$ cat config.mk
export PLATFORM = sky130hd
export DESIGN_NAME = dual_grant_scheduler
export DESIGN_NICKNAME = d
export VERILOG_FILES = /design/src/rtl/dgs_pkg.sv /design/src/rtl/dual_grant_scheduler_pick.sv /design/src/rtl/dual_grant_scheduler.sv
export SDC_FILE = /design/constraint.sdc
export NUM_CORES = 1
export LEC_CHECK = 0
export BUFFER_PORTS_ARGS = -buffer_cell sky130_fd_sc_hd__buf_2
export CAP_MARGIN = 25
export CORE_UTILIZATION = 58
export CTS_CLUSTER_SIZE = 25
export DETAILED_ROUTE_END_ITERATION = 10
export PLACE_DENSITY = 0.89
export SLEW_MARGIN = 20
export SYNTH_ARGS = -nofsm -noshare
export SYNTH_HDL_FRONTEND = slang
export SYNTH_SLANG_ARGS = --single-unit
$ cat constraint.sdc
create_clock -name clk_i -period 6.1 [get_ports clk_i]
set_input_delay 0.61 -clock clk_i [delete_from_list [all_inputs] [get_ports clk_i]]
set_output_delay 0.61 -clock clk_i [all_outputs]
set_load 0.01 [all_outputs]
$ cat src/rtl/dgs_pkg.sv
// Shared definitions for the dual grant scheduler.
//   N_REQ     : number of requesters (12 in this revision)
//   IDX_W     : width of a 1-based grant index (0 means "no grant")
//   idx_t     : grant index type
//   req_vec_t : one bit per requester
//   onehot_of : converts a 1-based index into its requester bit (0 -> all zeros)
package dgs_pkg;

  localparam int N_REQ = 12;
  localparam int IDX_W = 4;

  typedef logic [IDX_W-1:0] idx_t;
  typedef logic [N_REQ-1:0] req_vec_t;

  // Index 0 means "nothing loaded", so it maps to an empty mask.
  function automatic req_vec_t onehot_of(input idx_t idx);
    req_vec_t vec;
    vec = '0;
    for (int k = 0; k < N_REQ; k++) begin
      if (idx == idx_t'(k + 1)) vec[k] = 1'b1;
    end
    return vec;
  endfunction

endpackage

$ cat src/rtl/dual_grant_scheduler_pick.sv
// Combinational dual priority encoder.
//   req_vec    in  : pending request vector
//   first_idx  out : highest set bit + 1, or 0 if no bit is set
//   second_idx out : next-highest set bit + 1, or 0 if fewer than two bits are set
module dual_pick
  import dgs_pkg::*;
(
  input  req_vec_t req_vec,
  output idx_t     first_idx,
  output idx_t     second_idx
);

  // Scanning upward, each newly found set bit becomes the leader and the
  // previous leader slides down to second place, so the final values are
  // the two highest set bits.
  always_comb begin
    first_idx  = '0;
    second_idx = '0;
    for (int k = 0; k < N_REQ; k++) begin
      if (req_vec[k]) begin
        second_idx = first_idx;
        first_idx  = idx_t'(k + 1);
      end
    end
  end

endmodule

$ cat src/rtl/dual_grant_scheduler.sv
// Dual grant scheduler: collects request pulses into a sticky pending
// register and issues the two highest-priority pending requests on two
// registered valid/ready grant channels.
//   clk_i        in  : clock, rising edge
//   rst_ni       in  : asynchronous active-low reset
//   req_pulse_i  in  : request pulses, bit k sets pending[k]
//   gnt0_valid_o out : slot 0 holds a grant
//   gnt0_idx_o   out : slot 0 index (1..12), 0 when invalid
//   gnt0_ready_i in  : consumer 0 accepts slot 0
//   gnt1_valid_o out : slot 1 holds a grant
//   gnt1_idx_o   out : slot 1 index (1..12), 0 when invalid
//   gnt1_ready_i in  : consumer 1 accepts slot 1
//   pending_o    out : registered pending vector
//   busy_o       out : anything pending or any slot valid
module dual_grant_scheduler
  import dgs_pkg::*;
(
  input  logic             clk_i,
  input  logic             rst_ni,
  input  logic [N_REQ-1:0] req_pulse_i,
  output logic             gnt0_valid_o,
  output logic [IDX_W-1:0] gnt0_idx_o,
  input  logic             gnt0_ready_i,
  output logic             gnt1_valid_o,
  output logic [IDX_W-1:0] gnt1_idx_o,
  input  logic             gnt1_ready_i,
  output logic [N_REQ-1:0] pending_o,
  output logic             busy_o
);

  req_vec_t pending_q;
  req_vec_t pending_d;
  req_vec_t load_mask;
  idx_t     first_idx;
  idx_t     second_idx;
  idx_t     load0_idx;
  idx_t     load1_idx;
  logic     gnt0_valid_q;
  logic     gnt1_valid_q;
  idx_t     gnt0_idx_q;
  idx_t     gnt1_idx_q;
  logic     slot0_free;
  logic     slot1_free;

  dual_pick u_pick (
    .req_vec    (pending_q),
    .first_idx  (first_idx),
    .second_idx (second_idx)
  );

  // A slot can take a new grant when empty or when its current grant is
  // being handed off this cycle.
  assign slot0_free = !gnt0_valid_q || gnt0_ready_i;
  assign slot1_free = !gnt1_valid_q || gnt1_ready_i;

  // Load selection: the best pending request always goes to the lowest
  // free slot; the runner-up is only used when both slots are free. Only
  // indices actually loaded are cleared, and a new pulse on the same bit
  // re-arms it because the OR comes after the clear.
  always_comb begin
    load0_idx = '0;
    load1_idx = '0;
    if (slot0_free && slot1_free) begin
      load0_idx = first_idx;
      load1_idx = second_idx;
    end else if (slot0_free) begin
      load0_idx = first_idx;
    end else if (slot1_free) begin
      load1_idx = first_idx;
    end
    load_mask = onehot_of(load0_idx) | onehot_of(load1_idx);
    pending_d = (pending_q & ~load_mask) | req_pulse_i;
  end

  // Pending and slot registers. A free slot always reloads, so loading
  // index 0 naturally empties it; a stalled slot keeps its contents.
  always_ff @(posedge clk_i or negedge rst_ni) begin
    if (!rst_ni) begin
      pending_q    <= '0;
      gnt0_valid_q <= 1'b0;
      gnt0_idx_q   <= '0;
      gnt1_valid_q <= 1'b0;
      gnt1_idx_q   <= '0;
    end else begin
      pending_q <= pending_d;
      if (slot0_free) begin
        gnt0_valid_q <= (load0_idx != '0);
        gnt0_idx_q   <= load0_idx;
      end
      if (slot1_free) begin
        gnt1_valid_q <= (load1_idx != '0);
        gnt1_idx_q   <= load1_idx;
      end
    end
  end

  assign gnt0_valid_o = gnt0_valid_q;
  assign gnt0_idx_o   = gnt0_idx_q;
  assign gnt1_valid_o = gnt1_valid_q;
  assign gnt1_idx_o   = gnt1_idx_q;
  assign pending_o    = pending_q;
  assign busy_o       = (|pending_q) || gnt0_valid_q || gnt1_valid_q;

endmodule

# --- Yosys cells after proc, flatten, opt, wreduce, memory -nomap -nowiden ---
# Index checks and enable logic that the tools add are counted.
classes:
  bitwise_logic: 4
  muxes: 52
  n_eq_ne: 24
  reduce_logical: 10
ops:
  columns: ["cell", "count"]
  rows:
  - ["$mux 4", 14]
  - ["$eq 4x4->1 const B", 10]
  - ["$eq 4x3->1 const B", 8]
  - ["$mux 1", 26]
  - ["$mux 3", 8]
  - ["$or 12x12->12", 2]
  - ["$eq 4x2->1 const B", 4]
  - ["$and 12x12->12", 1]
  - ["$not 12->12", 1]
  - ["$reduce_or 12->1", 1]
  - ["$eq 4x1->1 const B", 2]
  - ["$mux 2", 4]
  - ["$reduce_bool 4->1", 2]
  - ["$logic_or 1x1->1", 4]
  - ["$logic_not 1->1", 2]
  - ["$logic_and 1x1->1", 1]
totals:
  input_bits: 16
  ff_bits: 22
  word_cells: 95
  output_inout_bits: 23

# --- Logic depth before layout (Yosys ltp) ---
# Gate-level depths: netlist of run 1.
logic_depth:
  word_depth: 21
  mapped_depth: 9
  ltp_nobuf: 7

# --- Modules after synthesis ---
# From an unflattened synthesis of run 1, not the netlist that was laid out.
hier_totals:
  cells_unflattened: 206
  hier_area_um2: 1710.4
modules_own_cells:
  columns: ["module", "instances", "cells_per_inst", "area_each_um2", "seq_area_each_um2"]
  rows:
  - ["dual_grant_scheduler", 1, 128, 1222.4, 550.5]
  - ["dual_pick", 1, 78, 488.0, 0.0]

# --- Worst setup path after synthesis of run 1 ---
# No wires, ideal clock.
synth_timing:
  path_type: "register to register"
  startpoint: "reg pending_q[7] (netlist: pending_o[7])"
  endpoint: "reg pending_q[3] (netlist: pending_o[3])"
  n_path_buf: 2
  setup_slack_ns: 4.047
  arrival_ns: 1.903
  setup_time_ns: 0.150
  stages_incl_launch_ff: 9
  t_required_ns: 5.950
  synth_period_minus_slack_ns: 2.053
  path_cell_list: "dfrtp_1 -> buf_6 -> or2_0 -> maj3_2 -> a311o_1 -> nand4_1 -> and3_1 -> buf_6 -> a41oi_2"
synth_via:
  elab_chain_len: 14
  word_cells_on_any_way: 23
  classes_between: "eq/ne: 2; mux: 17; bitwise: 4"
synth_lines:
  columns: ["element", "line_no", "source"]
  rows:
  - ["start: declaration", "dual_grant_scheduler.sv:31", "req_vec_t pending_q;"]
  - ["start signal: assignment", "dual_grant_scheduler.sv:85", "pending_q <= pending_d;"]
  - ["$mux 4 (5 in series)", "dual_grant_scheduler_pick.sv:20", "if (req_vec[k]) begin"]
  - ["$mux 4", "dual_grant_scheduler.sv:68", "end else if (slot1_free) begin"]
  - ["$mux 4", "dual_grant_scheduler.sv:66", "end else if (slot0_free) begin"]
  - ["$mux 4", "dual_grant_scheduler.sv:63", "if (slot0_free && slot1_free) begin"]
  - ["$eq 4x3->1", "dgs_pkg.sv:20", "if (idx == idx_t'(k + 1)) vec[k] = 1'b1;"]
  - ["$mux 1", "dgs_pkg.sv:20", null]
  - ["$or 12x12->12 (*)", "dual_grant_scheduler.sv:71", "load_mask = onehot_of(load0_idx) | onehot_of(load1_idx);"]
  - ["$not 12->12 (*)", "dual_grant_scheduler.sv:72", "pending_d = (pending_q & ~load_mask) | req_pulse_i;"]
  - ["$and 12x12->12 (*)", "dual_grant_scheduler.sv:72", null]
  - ["$or 12x12->12 (*)", "dual_grant_scheduler.sv:72", null]
  - ["named net pending_d[3]", "dual_grant_scheduler.sv:32", "req_vec_t pending_d;"]
# Mark *: on every way through the listed nets, which the timed path passes. The rest lies on a longest branch.
# A chain may end at the register's enable or synchronous reset.

# --- Worst setup path after layout of run 1 ---
layout_timing:
  startpoint: "reg pending_q[4] (netlist: pending_o[4])"
  endpoint: "out busy_o"
layout_via:
  elab_chain_len: 3
layout_lines:
  columns: ["element", "line_no", "source"]
  rows:
  - ["$reduce_or 12->1", "dual_grant_scheduler.sv:102", "assign busy_o = (|pending_q) || gnt0_valid_q || gnt1_valid_q;"]
  - ["$logic_or 1x1->1 (2 in series)", "dual_grant_scheduler.sv:102", null]
  - ["end: declaration", "dual_grant_scheduler.sv:28", "output logic busy_o"]
# Every way passes these cells.

==> flow_summary_export.csv, run 1 <==
group,metric,value,unit
yosys,synth_top_area_cell,"dfrtp_1",
floorplan,core_area,2780,sq um
floorplan,num_io_pins,39,
sta,fin_ws,3.52,ns
floorplan,initial_utilization,0.615,
yosys,synth_area_leaders,"dfrtp_1, a21oi_1, nand2_1, a41oi_2, nor2_1",
routing,wl_per_cell,17.0,um
yosys,synth_ff_type,"dfrtp_1",
sta,tightest_slew,0.968,ns
placement,hpwl,3330,um
cells_and_area,multi_input_area,1050,sq um
clocking,cts_buffers,3,
floorplan,dieArea,3170,sq um
global_routing,grt_max_degree,23,
setup_path,cp_max_fo,14,
cells_and_area,post-route-cell-area,1870,sq um
cells_and_area,mostFrequentLayoutCells,"buf_2, nand2_1, dfrtp_1",
cells_and_area,syn_to_final_growth,9.14,%
yosys,synth_fp_nets,223,
sta,hold_violations,0,
setup_path,cp.arrival,1.97,ns
sta,tns,0,ns
yosys,synth_edf_count,0,
sta,setup_viol,0,
global_routing,grt_pass1_wl,7320,um
clocking,cts_buffer_depth,2,
sta,fin_crit_sh,0.422,
pwr,leakage,0.710,nW
setup_path,cp.required,5.49,ns
placement,dp_slack,3.60,ns
global_routing,gr-total-overflow,0,
routing,dr.pass1.iters,5,
routing,wl,4480,um
yosys,postSynthAreaPerCell,8.27,sq um
sta,max_freq,0.388,GHz
clocking,htree_levels,1,
pwr,p_per_area,204,nW/um^2
sta,period_needed,2.58,ns
global_routing,antenna_found_initial,0,
sta,relSlewSlack,0.353,
setup_path,rr_startpoint,"pending_o[4]",
clocking,cts_setup_buffers,0,
sta,finClkSkew,0.00258,ns
yosys,yosys_warnings,0,
sta,rsz0062_at_grt,"no",
outcome,status,"finished clean",
yosys,async_flop_share,1.00,
clocking,cts_hold_buf,0,
clocking,cts_tree,"yes",
yosys,ys_seq_area_frac,0.322,
cells_and_area,seq_area,551,sq um
cells_and_area,drive_gt1_frac,0.272,
routing,postRouteAntennaNets,0,
setup_path,path_class,"flip-flop to primary output",
clocking,clkTransAtPathRegs,0.11,ns
setup_path,ff2ff_setup_slack,3.54,ns
sta,slew_viol_final,0,
hold_path,worst_hold_path_type,"input pin to async pin",
routing,vias_per_cell,6.69,
routing,drt-initial-drc-count,150,
routing,vias,1759,
run,cap_violations,0,
placement,port_buffers,38,
clocking,clkLatencyLatePin,0.31,ns
yosys,synth.distinct_cells,54,
cells_and_area,layout_commonest_cell,"buf_2",
cells_and_area,antenna_cells,0,
placement,place.gp.congestion,0.961,
clocking,clockRootBuffer,"clkbuf_4",
floorplan,fp.dieH,56.3,um
setup_path,r2r_end,"pending_o[2]",
routing,drc,0,
yosys,netlist_instances,207,
setup_path,start_kind,"flip-flop",
placement,placed_area,1850,sq um
global_routing,grt_util_all_layers,0.294,
setup_path,crit_path_end_kind,"primary output",
global_routing,grt_pass1_vias,1585,
yosys,syn_area,1710,sq um
floorplan,die_w,56.3,um
setup_path,reg2reg_depth,7,
floorplan,rows,19,
yosys,netlist.area_leader.share,0.322,
cells_and_area,layout.nets,250,
clocking,clock_sinks,22,
clocking,cts_resized,0,
cells_and_area,nFillCells,255,
yosys,ys_ff_latch,22,
pwr,vdd_ir_drop_max,195,uV
==> kinds of logic (layout without fill, tap and decap cells) <==
| logic type | count (synthesis) | in the layout | share of synthesized area |
|---|---|---|---|
| AO/OA/AOI/OAI | 59 | 59 | 0.283 |
| XOR/XNOR | 2 | 2 | 0.0102 |
| adder cells (fa/ha/maj) | 2 | 2 | 0.0132 |
| buffers and inverters | 20 | 45 | 0.0643 |
| flip-flops | 22 | 22 | 0.322 |
| AND/OR/NAND/NOR | 102 | 102 | 0.308 |
==> power breakdown <==
| group | total, mW | switching, mW | internal [mW] |
|---|---|---|---|
| clock | 0.0651 | 0.0420 | 0.0231 |
| sequential | 0.193 | 0.0311 | 0.162 |
| combinational | 0.123 | 0.0749 | 0.0479 |
| total | 0.381 | 0.148 | 0.233 |
==> worst max-delay path by stage <==
stage	depth (start not counted)	end	slack [ns]	start
floorplan	8	pending_o[3]	4.05	pending_o[7]
global placement	5	pending_o[7]	3.68	gnt1_ready_i
detailed placement	7	pending_o[6]	3.60	pending_o[4]
CTS	5	busy_o	3.54	pending_o[3]
global route	5	busy_o	3.37	pending_o[3]
finish	5	busy_o	3.52	pending_o[4]
==> synth_stat cells (5+ instances only) <==
master / instances
buf_2: 9
nand2_1: 23
a41oi_1: 6
nand2b_1: 6
nor2_1: 21
o21ai_0: 5
dfrtp_1: 22
a21oi_1: 18
nand4_1: 5
nor3_1: 15
a41oi_2: 5
==> routing by layer <==
metal | global-route usage | wire length [um] | up-vias
li1 | - | - | 818
met1 | 0.412 | 1880 | 835
met2 | 0.459 | 2110 | 96
met3 | 0.0392 | 396 | 10
met4 | 0.125 | 93 | 0
met5 | 0 | 0 | -
==> worst max-delay path, stage by stage (launching register included) <==
cell and delay [ns]:
dfrtp_1 0.56, nor3_1 0.42, nand2_1 0.16, nor3_1 0.25, nand3_1 0.11, buf_2 0.16
==> registers in the layout, summed over array words and instances (netlist names) <==
signal        count
gnt0_idx_o        4
gnt1_valid_o      1
pending_o        12
gnt0_valid_o      1
gnt1_idx_o        4
==> per-stage QoR <==
step	hold slack, ns	utilization	std cells	total power [mW]
floorplan	0.314	-	207	0.279
global placement	0.456	0.664	260	0.313
detailed placement	0.459	0.664	260	0.316
CTS	0.260	0.672	263	0.380
global route	0.277	0.672	263	0.401
finish	0.245	0.672	263	0.381
==> layout make-up <==
class | instances | area share
Clock buffer | 3 | 0.0121
Inverter | 4 | 0.00804
Multi-Input combinational cell | 165 | 0.563
Sequential cell | 22 | 0.295
Tap cell | 31 | 0.0208
Timing Repair Buffer | 38 | 0.102
Power figures use the tool's default switching activity.
==> run 2: changes to the inputs <==
CORE_UTILIZATION = 49   (was 58)
PLACE_DENSITY = 0.8   (was 0.89)
clock period = 2.2 ns   (was 6.1 ns; I/O delays follow)
==> run 2 against run 1 <==
First-iteration DRC count up 2.7%. Utilization up 1.0 points. Hold slack worse by 0.16 ns. Die area up 18%. Power rose to 3.5 times the previous value. Flip-flop and latch count unchanged. Final cell count up 19%. Critical path type is now flip-flop to flip-flop. Critical endpoint is now pending_o[8]. Largest cell class unchanged.
==> flow_summary_export.csv, run 2 (synthesized netlist as in run 1, its figures left out) <==
group,metric,value,unit
floorplan,rows,21,
sta,relSlewSlack,0.581,
routing,vias,1959,
sta,max_freq,0.459,GHz
placement,place.gp.congestion,0.954,
floorplan,dieArea,3730,sq um
routing,routed.top_layer,"met4",
pwr,switching_power,0.475,mW
setup_path,cp.required,2.44,ns
routing,dr.pass1.iters,7,
setup_path,path_class,"flip-flop to flip-flop",
routing,dr_wl_met3,418,um
clocking,cts_buffers,3,
sta,tightest_slew,0.626,ns
placement,hpwl,3790,um
setup_path,crit_path_end_kind,"flip-flop",
sta,period_needed,2.18,ns
placement,port_buffers,38,
clocking,clockRootBuffer,"clkbuf_4",
cells_and_area,antenna_cells,0,
cells_and_area,utilization,0.682,
setup_path,crit_chain,"nor2_2 > buf_4 > o31ai_4 > a21boi_2 > or4_4 > and3_4 > buf_12 > a41oi_2",
setup_path,rr_startpoint,"pending_o[2]",
setup_path,reg2reg_depth,8,
global_routing,grt_max_degree,23,
global_routing,grt_pass1_vias,1645,
clocking,cts_buffer_depth,2,
sta,tns,0,ns
pwr,comb_power_share,0.379,
floorplan,initial_utilization,0.513,
routing,m1WireLength,2230,um
global_routing,grt_pass1_wl,7870,um
pwr,p_int,0.858,mW
global_routing,grt_util_all_layers,0.288,
cells_and_area,layout.nets,284,
pwr,power_frac_seq,0.382,
setup_path,max_stage_delay,0.46,ns
pwr,p_per_area,585,nW/um^2
pwr,vdd_ir_drop_max,474,uV
setup_path,worst_path_max_delay_cell,"dfrtp_1",
global_routing,gr-total-overflow,0,
cells_and_area,mostFrequentLayoutCells,"buf_2, buf_4, nand2_1",
sta,finClkSkew,0.00333,ns
sta,slew_viol_final,0,
cells_and_area,largest_reg_flops,12,
floorplan,die_w,61.1,um
setup_path,ff2ff_setup_slack,0.02,ns
floorplan,num_io_pins,39,
clocking,clock_sinks,22,
hold_path,min_to,"pending_o[11]",
cells_and_area,layout_commonest_cell,"buf_2",
setup_path,start_kind,"flip-flop",
setup_path,cp.arrival,2.42,ns
routing,vias_per_cell,6.26,
pwr,clkPwrFrac,0.240,
clocking,clkTransAtPathRegs,0.13,ns
floorplan,fp.dieH,61.1,um
placement,placed_area,2100,sq um
sta,rsz0062_at_grt,"yes",
routing,postRouteAntennaNets,0,
clocking,cts_tree,"yes",
cells_and_area,drive_gt1_frac,0.423,
hold_path,min_from,"req_pulse_i[11]",
setup_path,cp_max_fo,7,
global_routing,antenna_found_initial,0,
sta,setup_viol,0,
setup_path,r2r_end,"pending_o[8]",
pwr,leakage,0.907,nW
hold_path,whs_path_depth,2,
sta,hold_violations,0,
outcome,status,"finished clean",
clocking,clkLatencyLatePin,0.32,ns
cells_and_area,post-route-cell-area,2280,sq um
sta,fin_crit_sh,0.991,
cells_and_area,syn_to_final_growth,33.0,%
run,cap_violations,0,
routing,drt-initial-drc-count,154,
clocking,htree_levels,1,
routing,wl_met2,2580,um
floorplan,core_area,3340,sq um
hold_path,worst_hold_path_type,"input pin to flip-flop",
routing,wl_per_cell,17.6,um
routing,wl,5520,um
pwr,p_sw_frac,0.356,
routing,drc,0,
run 2: cell types whose count changed in the layout (fill, tap and decap cells not counted), sizes merged:
cell,previous run,this run
buf,38,71
bufinv,0,1
dlygate4sd3,0,1
run 2: stage by stage:
step	cells	setup WS (ns)	total power, mW	hold slack (ns)
floorplan	207	0.147	0.773	-0.0756
global placement	303	0.0787	0.951	0.210
detailed placement	303	0.0282	0.957	0.210
CTS	308	0.0503	1.28	0.0815
global route	313	-0.0580	1.39	0.0839
finish	313	0.0192	1.33	0.0846
run 2: layout make-up:
type	instances	area, sq um
Multi-Input combinational cell	165	1120
Fill cell	273	1060
Sequential cell	22	556
Timing Repair Buffer	72	473
Tap cell	46	57.6
Clock inverter	1	30.0
Clock buffer	3	22.5
Inverter	4	15.0
run 2: worst max-delay path by stage:
stage	to	from	slack, ns
floorplan	pending_o[3]	pending_o[7]	0.15
global placement	pending_o[6]	pending_o[1]	0.08
detailed placement	pending_o[2]	pending_o[4]	0.03
CTS	pending_o[7]	pending_o[4]	0.05
global route	pending_o[6]	pending_o[1]	-0.06
finish	pending_o[8]	pending_o[2]	0.02
run 2: what timing repair did:
item,in CTS,in global routing
resized for setup,2,17
endpoints found under the setup margin,1,12
hold buffers,1,0
pin swaps,0,5
setup buffers,0,5
endpoints found under the hold margin,22,0
run 2: power groups by stage:
stage | Combinational [mW] | Clock [mW] | Sequential, mW
2_1_floorplan | 0.255 | 0 | 0.517
3_3_place_gp | 0.442 | 0 | 0.510
3_5_place_dp | 0.447 | 0 | 0.510
4_1_cts | 0.455 | 0.321 | 0.503
5_1_grt | 0.540 | 0.339 | 0.515
6_report | 0.504 | 0.319 | 0.509
run 2: per-layer routing:
metal,vias up,track usage
li1,883,-
met1,925,0.410
met2,118,0.444
met3,33,0.0210
met4,0,0.140
met5,-,0
run 2: critical path: cells and delay by family, from the launching register on:
family | cells | cell delay, ns
DFF | 1 | 0.46
AOI/OAI and AO/OA | 3 | 0.64
and+or+nand+nor | 3 | 0.72
buffers and inverters | 2 | 0.28
==> run 3: changes to the inputs <==
BUFFER_PORTS_ARGS = not set   (was -buffer_cell sky130_fd_sc_hd__buf_2)
CORE_UTILIZATION = 57   (was 49)
DONT_BUFFER_PORTS = 1   (was not set)
PLACE_DENSITY = 0.79   (was 0.8)
RECOVER_POWER = 25   (was not set)
==> run 3 against run 2 <==
The run now ends with DRC left. Non-clock buffer count fell by 25. Hold slack got worse by 0.073 ns. Global-route usage rose by 5.9 points.
==> flow_summary_export.csv, run 3 (synthesized netlist as in run 1, its figures left out) <==
group,metric,value,unit
sta,tightest_slew,1.18,ns
cells_and_area,antenna_cells,0,
routing,vias,1885,
clocking,clockRootBuffer,"clkbuf_4",
routing,dr.pass1.iters,8,
setup_path,cp.depth,8,
sta,relSlewSlack,0.212,
routing,vias_per_cell,6.90,
floorplan,rows,19,
sta,rsz0062_at_grt,"yes",
setup_path,max_stage_delay,0.41,ns
setup_path,crit_end,"pending_o[7]",
cells_and_area,mostFrequentLayoutCells,"buf_4, nand2_1, nor2_1, dfrtp_1, a21oi_1",
placement,place.gp.congestion,0.936,
placement,port_buffers,0,
cells_and_area,instances_no_fill,273,
sta,finClkSkew,0.00600,ns
routing,drt-initial-drc-count,198,
global_routing,antenna_found_initial,0,
routing,wl_per_cell,20.0,um
placement,dp_slack,-0.0834,ns
setup_path,reg2reg_depth,8,
clocking,cts_buffer_depth,2,
setup_path,cp_max_fo,11,
placement,hpwl,4050,um
clocking,clkTransAtPathRegs,0.13,ns
global_routing,grt_util_all_layers,0.347,
placement,post-place-cells,260,
routing,postRouteAntennaNets,0,
clocking,clock_sinks,22,
setup_path,cp.required,2.44,ns
clocking,clkLatencyLatePin,0.32,ns
sta,setup_viol,0,
floorplan,dieArea,3230,sq um
sta,fin_ws,0.0350,ns
setup_path,path_class,"flip-flop to flip-flop",
setup_path,ff2ff_setup_slack,0.04,ns
outcome,violations,"DRC",
global_routing,gr-total-overflow,0,
pwr,p_per_area,599,nW/um^2
floorplan,initial_utilization,0.610,
sta,fin_crit_sh,0.984,
floorplan,num_io_pins,39,
global_routing,grt_max_degree,23,
sta,period_needed,2.16,ns
cells_and_area,syn_to_final_growth,25.4,%
global_routing,grt_pass1_vias,1781,
floorplan,die_w,56.8,um
cells_and_area,layout.nets,259,
pwr,leakage,0.823,nW
routing,drc,2,
setup_path,crit_chain,"buf_4 > o31ai_4 > buf_4 > a21boi_2 > o21ai_1 > nand4_1 > and3_4 > a41oi_2",
floorplan,fp.dieH,56.8,um
sta,max_freq,0.462,GHz
pwr,vdd_ir_drop_max,456,uV
placement,placed_area,1950,sq um
setup_path,worst_path_max_delay_cell,"dfrtp_1",
setup_path,cp.arrival,2.41,ns
setup_path,cp_common_cell,"buf_4",
cells_and_area,drive_gt1_frac,0.335,
routing,wl,5470,um
setup_path,r2r_end,"pending_o[7]",
setup_path,cp_num_buf_inv,2,
setup_path,rr_startpoint,"pending_o[3]",
sta,hold_violations,0,
cells_and_area,nFillCells,207,
floorplan,core_area,2810,sq um
run,cap_violations,0,
outcome,status,"complete, but fails checks",
clocking,htree_levels,1,
setup_path,crit_start,"pending_o[3]",
setup_path,start_kind,"flip-flop",
cells_and_area,layout_commonest_cell,"buf_4",
global_routing,grt_pass1_wl,8540,um
clocking,cts_buffers,3,
clocking,cts_tree,"yes",
cells_and_area,post-route-cell-area,2150,sq um
sta,slew_viol_final,0,
cells_and_area,largest_reg_flops,12,
setup_path,crit_path_end_kind,"flip-flop",
hold_path,worst_hold_path_type,"input pin to flip-flop",
setup_path,cpLargestDelayFamily,"compound AO/OA/AOI/OAI gates",
run 3: changes by cell type in the layout (fill, tap and decap cells not counted), sizes merged:
cell | before | now
buf | 71 | 45
clkbuf | 3 | 4
run 3: area by class of cell:
cell class / instances / area (sq um) / area share
timing repair buffer: 47 / 375 / 0.175
sequential: 22 / 552 / 0.257
multi-input combinational: 165 / 1110 / 0.518
clock buffer: 3 / 22.5 / 0.0105
clock inverter: 1 / 30.0 / 0.0140
inverter: 4 / 15.0 / 0.00700
tap: 31 / 38.8 / 0.0181
run 3: what timing repair did:
action	CTS	global route
endpoints found under the hold margin	22	22
hold buffers	1	1
setup buffers	2	5
pin swaps	1	10
gates resized for setup	2	17
setup endpoints to repair	6	14
run 3: report_power, final:
part,total [mW],switching (mW),internal [mW]
registers,0.523,0.0736,0.449
clock network,0.313,0.129,0.184
logic,0.450,0.254,0.196
total,1.29,0.456,0.829
run 3: worst min-delay path by stage:
| stage | from | endpoint | cells past startpoint |
|---|---|---|---|
| floorplan | rst_ni | gnt0_idx_o[0] | 0 |
| global placement | rst_ni | pending_o[8] | 0 |
| detailed placement | rst_ni | pending_o[11] | 0 |
| CTS | req_pulse_i[11] | pending_o[11] | 1 |
| global route | req_pulse_i[11] | pending_o[11] | 1 |
| finish | req_pulse_i[11] | pending_o[11] | 1 |
run 3: through the flow:
stage,setup TNS [ns],power [mW],utilization,hold WS (ns)
floorplan,0,0.773,-,-0.0756
global placement,-0.346,0.907,0.696,-0.0752
detailed placement,-0.410,0.918,0.696,-0.0753
CTS,0,1.24,0.726,0.0108
global route,-0.330,1.34,0.765,0.000466
finish,0,1.29,0.765,0.0116
run 3: routing by layer:
metal | global-route usage | vias to the layer above | part of all wire
li1 | - | 837 | -
met3 | 0.0300 | 21 | 0.10
met5 | 0 | - | 0
met2 | 0.561 | 121 | 0.47
met4 | 0.146 | 0 | 0.030
met1 | 0.476 | 906 | 0.40
